### src/rtl/instruction_fetch_pkg.sv
// Shared BF opcode constants, FSM state codes and opcode classification
// used by the fetch stage and its bracket scanner.
package instruction_fetch_pkg;

   localparam logic [3:0] OP_HALT  = 4'd0;
   localparam logic [3:0] OP_INC   = 4'd1;
   localparam logic [3:0] OP_DEC   = 4'd2;
   localparam logic [3:0] OP_RIGHT = 4'd3;
   localparam logic [3:0] OP_LEFT  = 4'd4;
   localparam logic [3:0] OP_OPEN  = 4'd5;
   localparam logic [3:0] OP_CLOSE = 4'd6;
   localparam logic [3:0] OP_OUT   = 4'd7;
   localparam logic [3:0] OP_IN    = 4'd8;

   localparam logic [2:0] ST_RUN       = 3'd0;
   localparam logic [2:0] ST_SCAN_FWD  = 3'd1;
   localparam logic [2:0] ST_SCAN_BACK = 3'd2;
   localparam logic [2:0] ST_HALT      = 3'd3;
   localparam logic [2:0] ST_ERROR     = 3'd4;

   typedef enum logic [2:0] {
      CLS_EXEC,
      CLS_NOP,
      CLS_HALT,
      CLS_OPEN,
      CLS_CLOSE
   } op_class_e;

   function automatic op_class_e classify_op(input logic [3:0] op);
      op_class_e cls;
      case (op)
         OP_HALT:  cls = CLS_HALT;
         OP_OPEN:  cls = CLS_OPEN;
         OP_CLOSE: cls = CLS_CLOSE;
         OP_INC, OP_DEC, OP_RIGHT, OP_LEFT, OP_OUT, OP_IN: cls = CLS_EXEC;
         default:  cls = CLS_NOP;
      endcase
      return cls;
   endfunction

endpackage

### src/rtl/instruction_fetch_bracket_scanner.sv
// Bracket nesting counter for forward/backward scans: reports the matching
// bracket and flags depth overflow or a HALT hit while scanning forward.
module instruction_fetch_bracket_scanner
   import instruction_fetch_pkg::*;
#(
   parameter int DEPTH_WIDTH = 8
) (
   input  logic       clk,
   input  logic       srst,
   input  logic       load,
   input  logic       scan_en,
   input  logic       scan_back,
   input  logic [3:0] opcode,
   output logic       match,
   output logic       error
);

   logic [DEPTH_WIDTH-1:0] depth_reg;
   logic [DEPTH_WIDTH-1:0] depth_next;
   logic                   is_nest;
   logic                   is_close;
   logic                   depth_one;
   logic                   depth_full;

   always_comb begin
      // Direction decides which bracket nests deeper and which unwinds.
      is_nest    = scan_back ? (opcode == OP_CLOSE) : (opcode == OP_OPEN);
      is_close   = scan_back ? (opcode == OP_OPEN) : (opcode == OP_CLOSE);
      depth_one  = (depth_reg == DEPTH_WIDTH'(1));
      depth_full = &depth_reg;
      match      = scan_en & is_close & depth_one;
      error      = scan_en & ((is_nest & depth_full) | (~scan_back & (opcode == OP_HALT)));

      depth_next = depth_reg;
      if (load) begin
         depth_next = DEPTH_WIDTH'(1);
      end else if (scan_en) begin
         if (is_nest && !depth_full) begin
            depth_next = depth_reg + DEPTH_WIDTH'(1);
         end else if (is_close) begin
            depth_next = depth_reg - DEPTH_WIDTH'(1);
         end
      end
   end

   always_ff @(posedge clk) begin
      if (srst) begin
         depth_reg <= '0;
      end else begin
         depth_reg <= depth_next;
      end
   end

endmodule

### src/rtl/instruction_fetch.sv
// BF program counter and control-flow stage: offers executable opcodes to
// execute, resolves brackets by scanning the ROM, and latches halt/error.
module instruction_fetch
   import instruction_fetch_pkg::*;
#(
   parameter int DATA_WIDTH  = 4,
   parameter int ADDR_WIDTH  = 8,
   parameter int DEPTH_WIDTH = 8
) (
   input  logic                  clk,
   input  logic                  reset,
   output logic [ADDR_WIDTH-1:0] rom_address,
   input  logic [DATA_WIDTH-1:0] rom_data,
   output logic [DATA_WIDTH-1:0] instr,
   output logic                  instr_valid,
   input  logic                  instr_ready,
   input  logic                  exec_idle,
   input  logic                  cell_zero,
   output logic                  halted,
   output logic                  error
);

   logic [ADDR_WIDTH-1:0] pc_reg;
   logic [ADDR_WIDTH-1:0] pc_next;
   logic [ADDR_WIDTH-1:0] pc_inc;
   logic [ADDR_WIDTH-1:0] pc_dec;
   logic [2:0]            state_reg;
   logic [2:0]            state_next;
   op_class_e             op_class;
   logic                  pc_max;
   logic                  pc_zero;
   logic                  advance;
   logic                  scan_load;
   logic                  scan_en;
   logic                  scan_back;
   logic                  scan_match;
   logic                  scan_error;

   assign op_class = classify_op(rom_data[3:0]);
   assign pc_inc   = pc_reg + ADDR_WIDTH'(1);
   assign pc_dec   = pc_reg - ADDR_WIDTH'(1);
   assign pc_max   = &pc_reg;
   assign pc_zero  = (pc_reg == '0);

   instruction_fetch_bracket_scanner #(
      .DEPTH_WIDTH(DEPTH_WIDTH)
   ) u_scanner (
      .clk      (clk),
      .srst     (reset),
      .load     (scan_load),
      .scan_en  (scan_en),
      .scan_back(scan_back),
      .opcode   (rom_data[3:0]),
      .match    (scan_match),
      .error    (scan_error)
   );

   always_comb begin
      state_next = state_reg;
      pc_next    = pc_reg;
      advance    = 1'b0;
      scan_load  = 1'b0;
      scan_en    = 1'b0;
      scan_back  = 1'b0;
      case (state_reg)
         ST_RUN: begin
            case (op_class)
               CLS_EXEC: advance = instr_ready;
               CLS_NOP:  advance = 1'b1;
               CLS_HALT: if (exec_idle) state_next = ST_HALT;
               CLS_OPEN: begin
                  if (exec_idle) begin
                     if (!cell_zero) begin
                        advance = 1'b1;
                     end else if (pc_max) begin
                        state_next = ST_ERROR;
                     end else begin
                        scan_load  = 1'b1;
                        pc_next    = pc_inc;
                        state_next = ST_SCAN_FWD;
                     end
                  end
               end
               CLS_CLOSE: begin
                  if (exec_idle) begin
                     if (cell_zero) begin
                        advance = 1'b1;
                     end else if (pc_zero) begin
                        state_next = ST_ERROR;
                     end else begin
                        scan_load  = 1'b1;
                        pc_next    = pc_dec;
                        state_next = ST_SCAN_BACK;
                     end
                  end
               end
               default: ;
            endcase
         end
         ST_SCAN_FWD: begin
            scan_en = 1'b1;
            if (scan_error) begin
               state_next = ST_ERROR;
            end else if (scan_match) begin
               state_next = ST_RUN;
               advance    = 1'b1;
            end else if (pc_max) begin
               state_next = ST_ERROR;
            end else begin
               pc_next = pc_inc;
            end
         end
         ST_SCAN_BACK: begin
            scan_en   = 1'b1;
            scan_back = 1'b1;
            if (scan_error) begin
               state_next = ST_ERROR;
            end else if (scan_match) begin
               state_next = ST_RUN;
               pc_next    = pc_inc;
            end else if (pc_zero) begin
               state_next = ST_ERROR;
            end else begin
               pc_next = pc_dec;
            end
         end
         default: ;
      endcase
      // Stepping past the last ROM word ends the program without wrapping.
      if (advance) begin
         if (pc_max) begin
            state_next = ST_HALT;
         end else begin
            pc_next = pc_inc;
         end
      end
   end

   always_ff @(posedge clk) begin
      if (reset) begin
         pc_reg    <= '0;
         state_reg <= ST_RUN;
      end else begin
         pc_reg    <= pc_next;
         state_reg <= state_next;
      end
   end

   assign rom_address = pc_reg;
   assign instr       = rom_data;
   assign instr_valid = ~reset & (state_reg == ST_RUN) & (op_class == CLS_EXEC);
   assign halted      = (state_reg == ST_HALT);
   assign error       = (state_reg == ST_ERROR);

endmodule
### config.mk
export PLATFORM = sky130hd
export DESIGN_NAME = instruction_fetch
export DESIGN_NICKNAME = d
export VERILOG_FILES = /design/src/rtl/instruction_fetch_pkg.sv /design/src/rtl/instruction_fetch_bracket_scanner.sv /design/src/rtl/instruction_fetch.sv
export SDC_FILE = /design/constraint.sdc
export NUM_CORES = 1
export LEC_CHECK = 0
export ABC_AREA = 1
export ABC_CLOCK_PERIOD_IN_PS = 2310
export CAP_MARGIN = 15
export CORE_MARGIN = 2
export CORE_UTILIZATION = 59
export DETAILED_ROUTE_END_ITERATION = 16
export GPL_ROUTABILITY_DRIVEN = 0
export HOLD_SLACK_MARGIN = 0.08
export PLACE_DENSITY = 0.81
export SYNTH_ARGS = -nofsm -noshare
export SYNTH_HDL_FRONTEND = slang
export SYNTH_SLANG_ARGS = --single-unit
### constraint.sdc
create_clock -name clk -period 2.31 [get_ports clk]
set_clock_uncertainty 0.05 [all_clocks]
set_input_delay 0.231 -clock clk [delete_from_list [all_inputs] [get_ports clk]]
set_output_delay 0.231 -clock clk [all_outputs]
set_load 0.02 [all_outputs]
==> run_results.csv <==
group,metric,value,unit
route,firstDrtPassIters,8,
power_and_ir_drop,internal-power,0.000758,W
route,routed_wirelength,9250,um
die,std_cell_rows,24,
timing,fmax,477,MHz
cells_and_area,final_cell_area,3290,um2
grt,antenna_violations_before_repair,0,
clock_network,tritoncts,"yes",
timing,timing_worst_slew_pin_value,521,ps
clock_network,cts.sinks,19,
route,route.antenna.remaining_nets,0,
cells_and_area,post_route_cells_drive_above_1_share,16.9,%
die,initial_core_util,61.0,%
clock_network,clk_latency,280,ps
power_and_ir_drop,seq_power_share,28.9,%
cells_and_area,antennaDiodeCount,0,
die,core-area,4350,um2
setup_path,path_max_fanout,7,
cells_and_area,nNetsFinal,567,
power_and_ir_drop,p_clk_share,19.0,%
timing,timing.max_slew.rel_slack,65.2,%
synth,synth_commonest_cells,"sky130_fd_sc_hd__nand2_1 (147), sky130_fd_sc_hd__nand3_1 (69), sky130_fd_sc_hd__nor2_1 (55), sky130_fd_sc_hd__inv_1 (44), sky130_fd_sc_hd__o21ai_0 (30)",
synth,postSynthNetCount,504,
clock_network,numCtsBuffers,3,
power_and_ir_drop,switch_pwr,0.000657,W
synth,yosysTopAreaCell,"sky130_fd_sc_hd__nand2_1",
power_and_ir_drop,power_density,430,nW/um2
synth,ys_top_cells_by_area,"sky130_fd_sc_hd__nand2_1 (21%), sky130_fd_sc_hd__dfxtp_1 (14%), sky130_fd_sc_hd__nand3_1 (13%)",
setup_path,worst-setup-path-type,"register to register",
grt,grt_pass1_vias,3433,
clock_network,ctsHtreeMaxLevel,1,
setup_path,critical_path_required,2470,ps
power_and_ir_drop,power_frac_comb,52.1,%
power_and_ir_drop,worst_ir_drop_vdd,378,uV
setup_path,endpoint_kind,"register",
setup_path,crit_top_cell,"sky130_fd_sc_hd__nand2_1",
power_and_ir_drop,power_leakage,1.65,nW
grt,gr-total-overflow,0,
route,route.detailed.vias_per_inst,6.03,
timing,report.final.setup_viol,0,
timing,drv_slew,0,
timing,final-hold-violation-count,0,
grt,grt_use_total,38.8,%
synth,synth_top_area_share,20.8,%
setup_path,max_stage_delay,370,ps
cells_and_area,layout-area-overhead-vs-synth,23.9,%
placement,placed_cell_area,3220,um2
synth,synth-edff-count,0,
timing,finalCriticalPeriod,2100,ps
route,remaining_drc_errors,0,
synth,yosysSeqAreaShare,14.3,%
cells_and_area,final.fill_count,394,
synth,async_flop_share,0,%
synth,mappedNetlistArea,2660,um2
synth,synth_seq_cells,19,
die,floorplan.io_pins,24,
worst_hold_path,worst_hold_path_type,"register to register",
route,drc_violation_total_after_the_first_tritonroute_iteration,532,
setup_path,critPathArrivalTime,2260,ps
route,routed_length_per_placed_instance,15.3,um
grt,maximum_number_of_pins_on_one_net_before_global_route_repair,14,
clock_network,root_buffer,"sky130_fd_sc_hd__clkbuf_8",
setup_path,critical_path.startpoint_type,"register",
status,status,"completed",
timing,min_period_over_period,90.8,%
synth,synth_flop_cell,"sky130_fd_sc_hd__dfxtp_1",
grt,wire_length_of_the_first_global_routing_pass,15700,um
run,drv_cap,0,
placement,place.detailed.hpwl,7070,um
synth,yosys.cell_types.count,35,
clock_network,ctsLongestPathBuffers,2,
setup_path,worstPathCellList,"ha_1 -> nand3_1 -> inv_1 -> nand2_1 -> inv_1 -> nor2_2 -> nand2_1 -> buf_4 -> o21ai_0 -> nand2_1 -> nand4_1 -> nor2_1 -> nor2_1",
die,die-height,71.1,um
clock_network,cts.clk_slew.worst_paths,90,ps
synth,synthesis.yosys.warnings,0,
synth,synth_area_per_cell,5.43,um2
die,die_w,71.1,um
route,detailroute.via_count,3636,
placement,numPortBuffers,23,
power_and_ir_drop,switching_share,46.4,%
power_and_ir_drop,p_total,0.00142,W
synth,synthCells,489,
clock_network,postCtsSetupBuffers,0,
die,die_area,5050,um2
synth,yosysMostFrequentCell,"sky130_fd_sc_hd__nand2_1",
clock_network,cts_hold_repair_buffers,0,
setup_path,cp_slowest_cell,"sky130_fd_sc_hd__dfxtp_2",
[power by group through the flow]
| stage | logic [W] | registers [W] | clock network [W] |
|---|---|---|---|
| after global routing | 0.000814 | 0.000414 | 0.000279 |
| after CTS | 0.000711 | 0.000404 | 0.000269 |
| final | 0.000738 | 0.000409 | 0.000269 |
| after floorplan | 0.000467 | 0.000408 | 0 |
| after global placement | 0.000693 | 0.000411 | 0 |
| after detailed placement | 0.000707 | 0.000412 | 0 |
[repair_timing]
item	in CTS	in global routing
endpoints found under the setup margin	1	11
resized for setup	1	7
pin swaps	0	0
[per-layer routing]
| metal | global-route usage (%) | wire length, um | up-vias |
|---|---|---|---|
| li1 | - | - | 1724 |
| met1 | 53.4 | 3760 | 1569 |
| met2 | 59.1 | 3910 | 276 |
| met3 | 5.41 | 1090 | 67 |
| met4 | 19.9 | 487 | 0 |
| met5 | 0 | 0 | - |
[layout by cell type (no fill, tap or decap), types with 2 or more instances in the layout]
cell,synthesis,routed
sky130_fd_sc_hd__nand2_1,147,145
sky130_fd_sc_hd__nand3_1,69,69
sky130_fd_sc_hd__nor2_1,55,55
sky130_fd_sc_hd__buf_4,5,51
sky130_fd_sc_hd__inv_1,44,44
sky130_fd_sc_hd__o21ai_0,30,29
sky130_fd_sc_hd__clkdlybuf4s50_1,0,22
sky130_fd_sc_hd__a21oi_1,20,20
sky130_fd_sc_hd__dfxtp_1,19,17
sky130_fd_sc_hd__nand4_1,13,13
sky130_fd_sc_hd__o21ai_1,9,10
sky130_fd_sc_hd__inv_2,8,8
sky130_fd_sc_hd__nand2_2,6,8
sky130_fd_sc_hd__nor3_1,7,7
sky130_fd_sc_hd__ha_1,6,6
sky130_fd_sc_hd__xor2_1,6,5
sky130_fd_sc_hd__nor2_2,5,4
sky130_fd_sc_hd__nor2_4,3,4
sky130_fd_sc_hd__nand2_4,4,4
sky130_fd_sc_hd__clkinv_1,3,3
sky130_fd_sc_hd__o22ai_1,3,3
sky130_fd_sc_hd__clkbuf_8,0,3
sky130_fd_sc_hd__nand3_2,2,2
sky130_fd_sc_hd__a31oi_1,2,2
sky130_fd_sc_hd__and3_1,2,2
sky130_fd_sc_hd__nor3b_2,2,2
sky130_fd_sc_hd__dfxtp_2,0,2
[worst max-delay path, delay by kind of cell, from the launching register on]
family                   cells  cell delay [ps]
AO/OA/AOI/OAI                1              150
flip-flops                   1              370
AND/OR/NAND/NOR              8              890
adder cells (fa/ha/maj)      1              230
buffers and inverters        3              350
[path summary, 6_finish.rpt]
kind | slack [ps] | to | startpoint | depth (start not counted)
setup / recovery | 210 | rom_address[1] | rom_address[0] | 13
setup reg to reg | 210 | rom_address[1] | rom_address[0] | 13
hold / removal | 480 | u_scanner.depth_reg[6] | u_scanner.depth_reg[6] | 2
hold reg to reg | 480 | u_scanner.depth_reg[6] | u_scanner.depth_reg[6] | 2
[cell type report]
cell class | instances | area [um2] | share of cell area (%)
flip-flops and latches | 19 | 383 | 11.6
multi-input cells | 399 | 1980 | 60.0
inverters | 55 | 206 | 6.27
well taps | 52 | 65.1 | 1.98
clock inverters | 1 | 7.51 | 0.228
repair buffers | 74 | 612 | 18.6
clock buffers | 3 | 41.3 | 1.25
[cell families (layout without fill, tap and decap cells)]
group                      Yosys count  after routing  synth area share, %
and+or+nand+nor                    316            316                 53.9
AOI/OAI and AO/OA                   71             71                 15.0
buffers and inverters               71            133                 11.9
DFF                                 19             19                 14.3
adders and majority gates            6              6                 2.83
xor gates and xnor gates             6              6                 1.98
[per-stage QoR]
step           setup TNS (ps)  util (%)  hold WS (ps)  cells  worst slack (ps)
6_report                    0      75.6           480    603               212
5_1_grt                 -14.5      75.6           524    603             -14.5
4_1_cts                     0      75.1           476    603               169
3_5_place_dp            -12.9      74.0           462    599             -12.9
3_3_place_gp                0      74.0           460    599              14.6
2_1_floorplan               0         -           250    489               236
(Power assumes the default switching activity.)
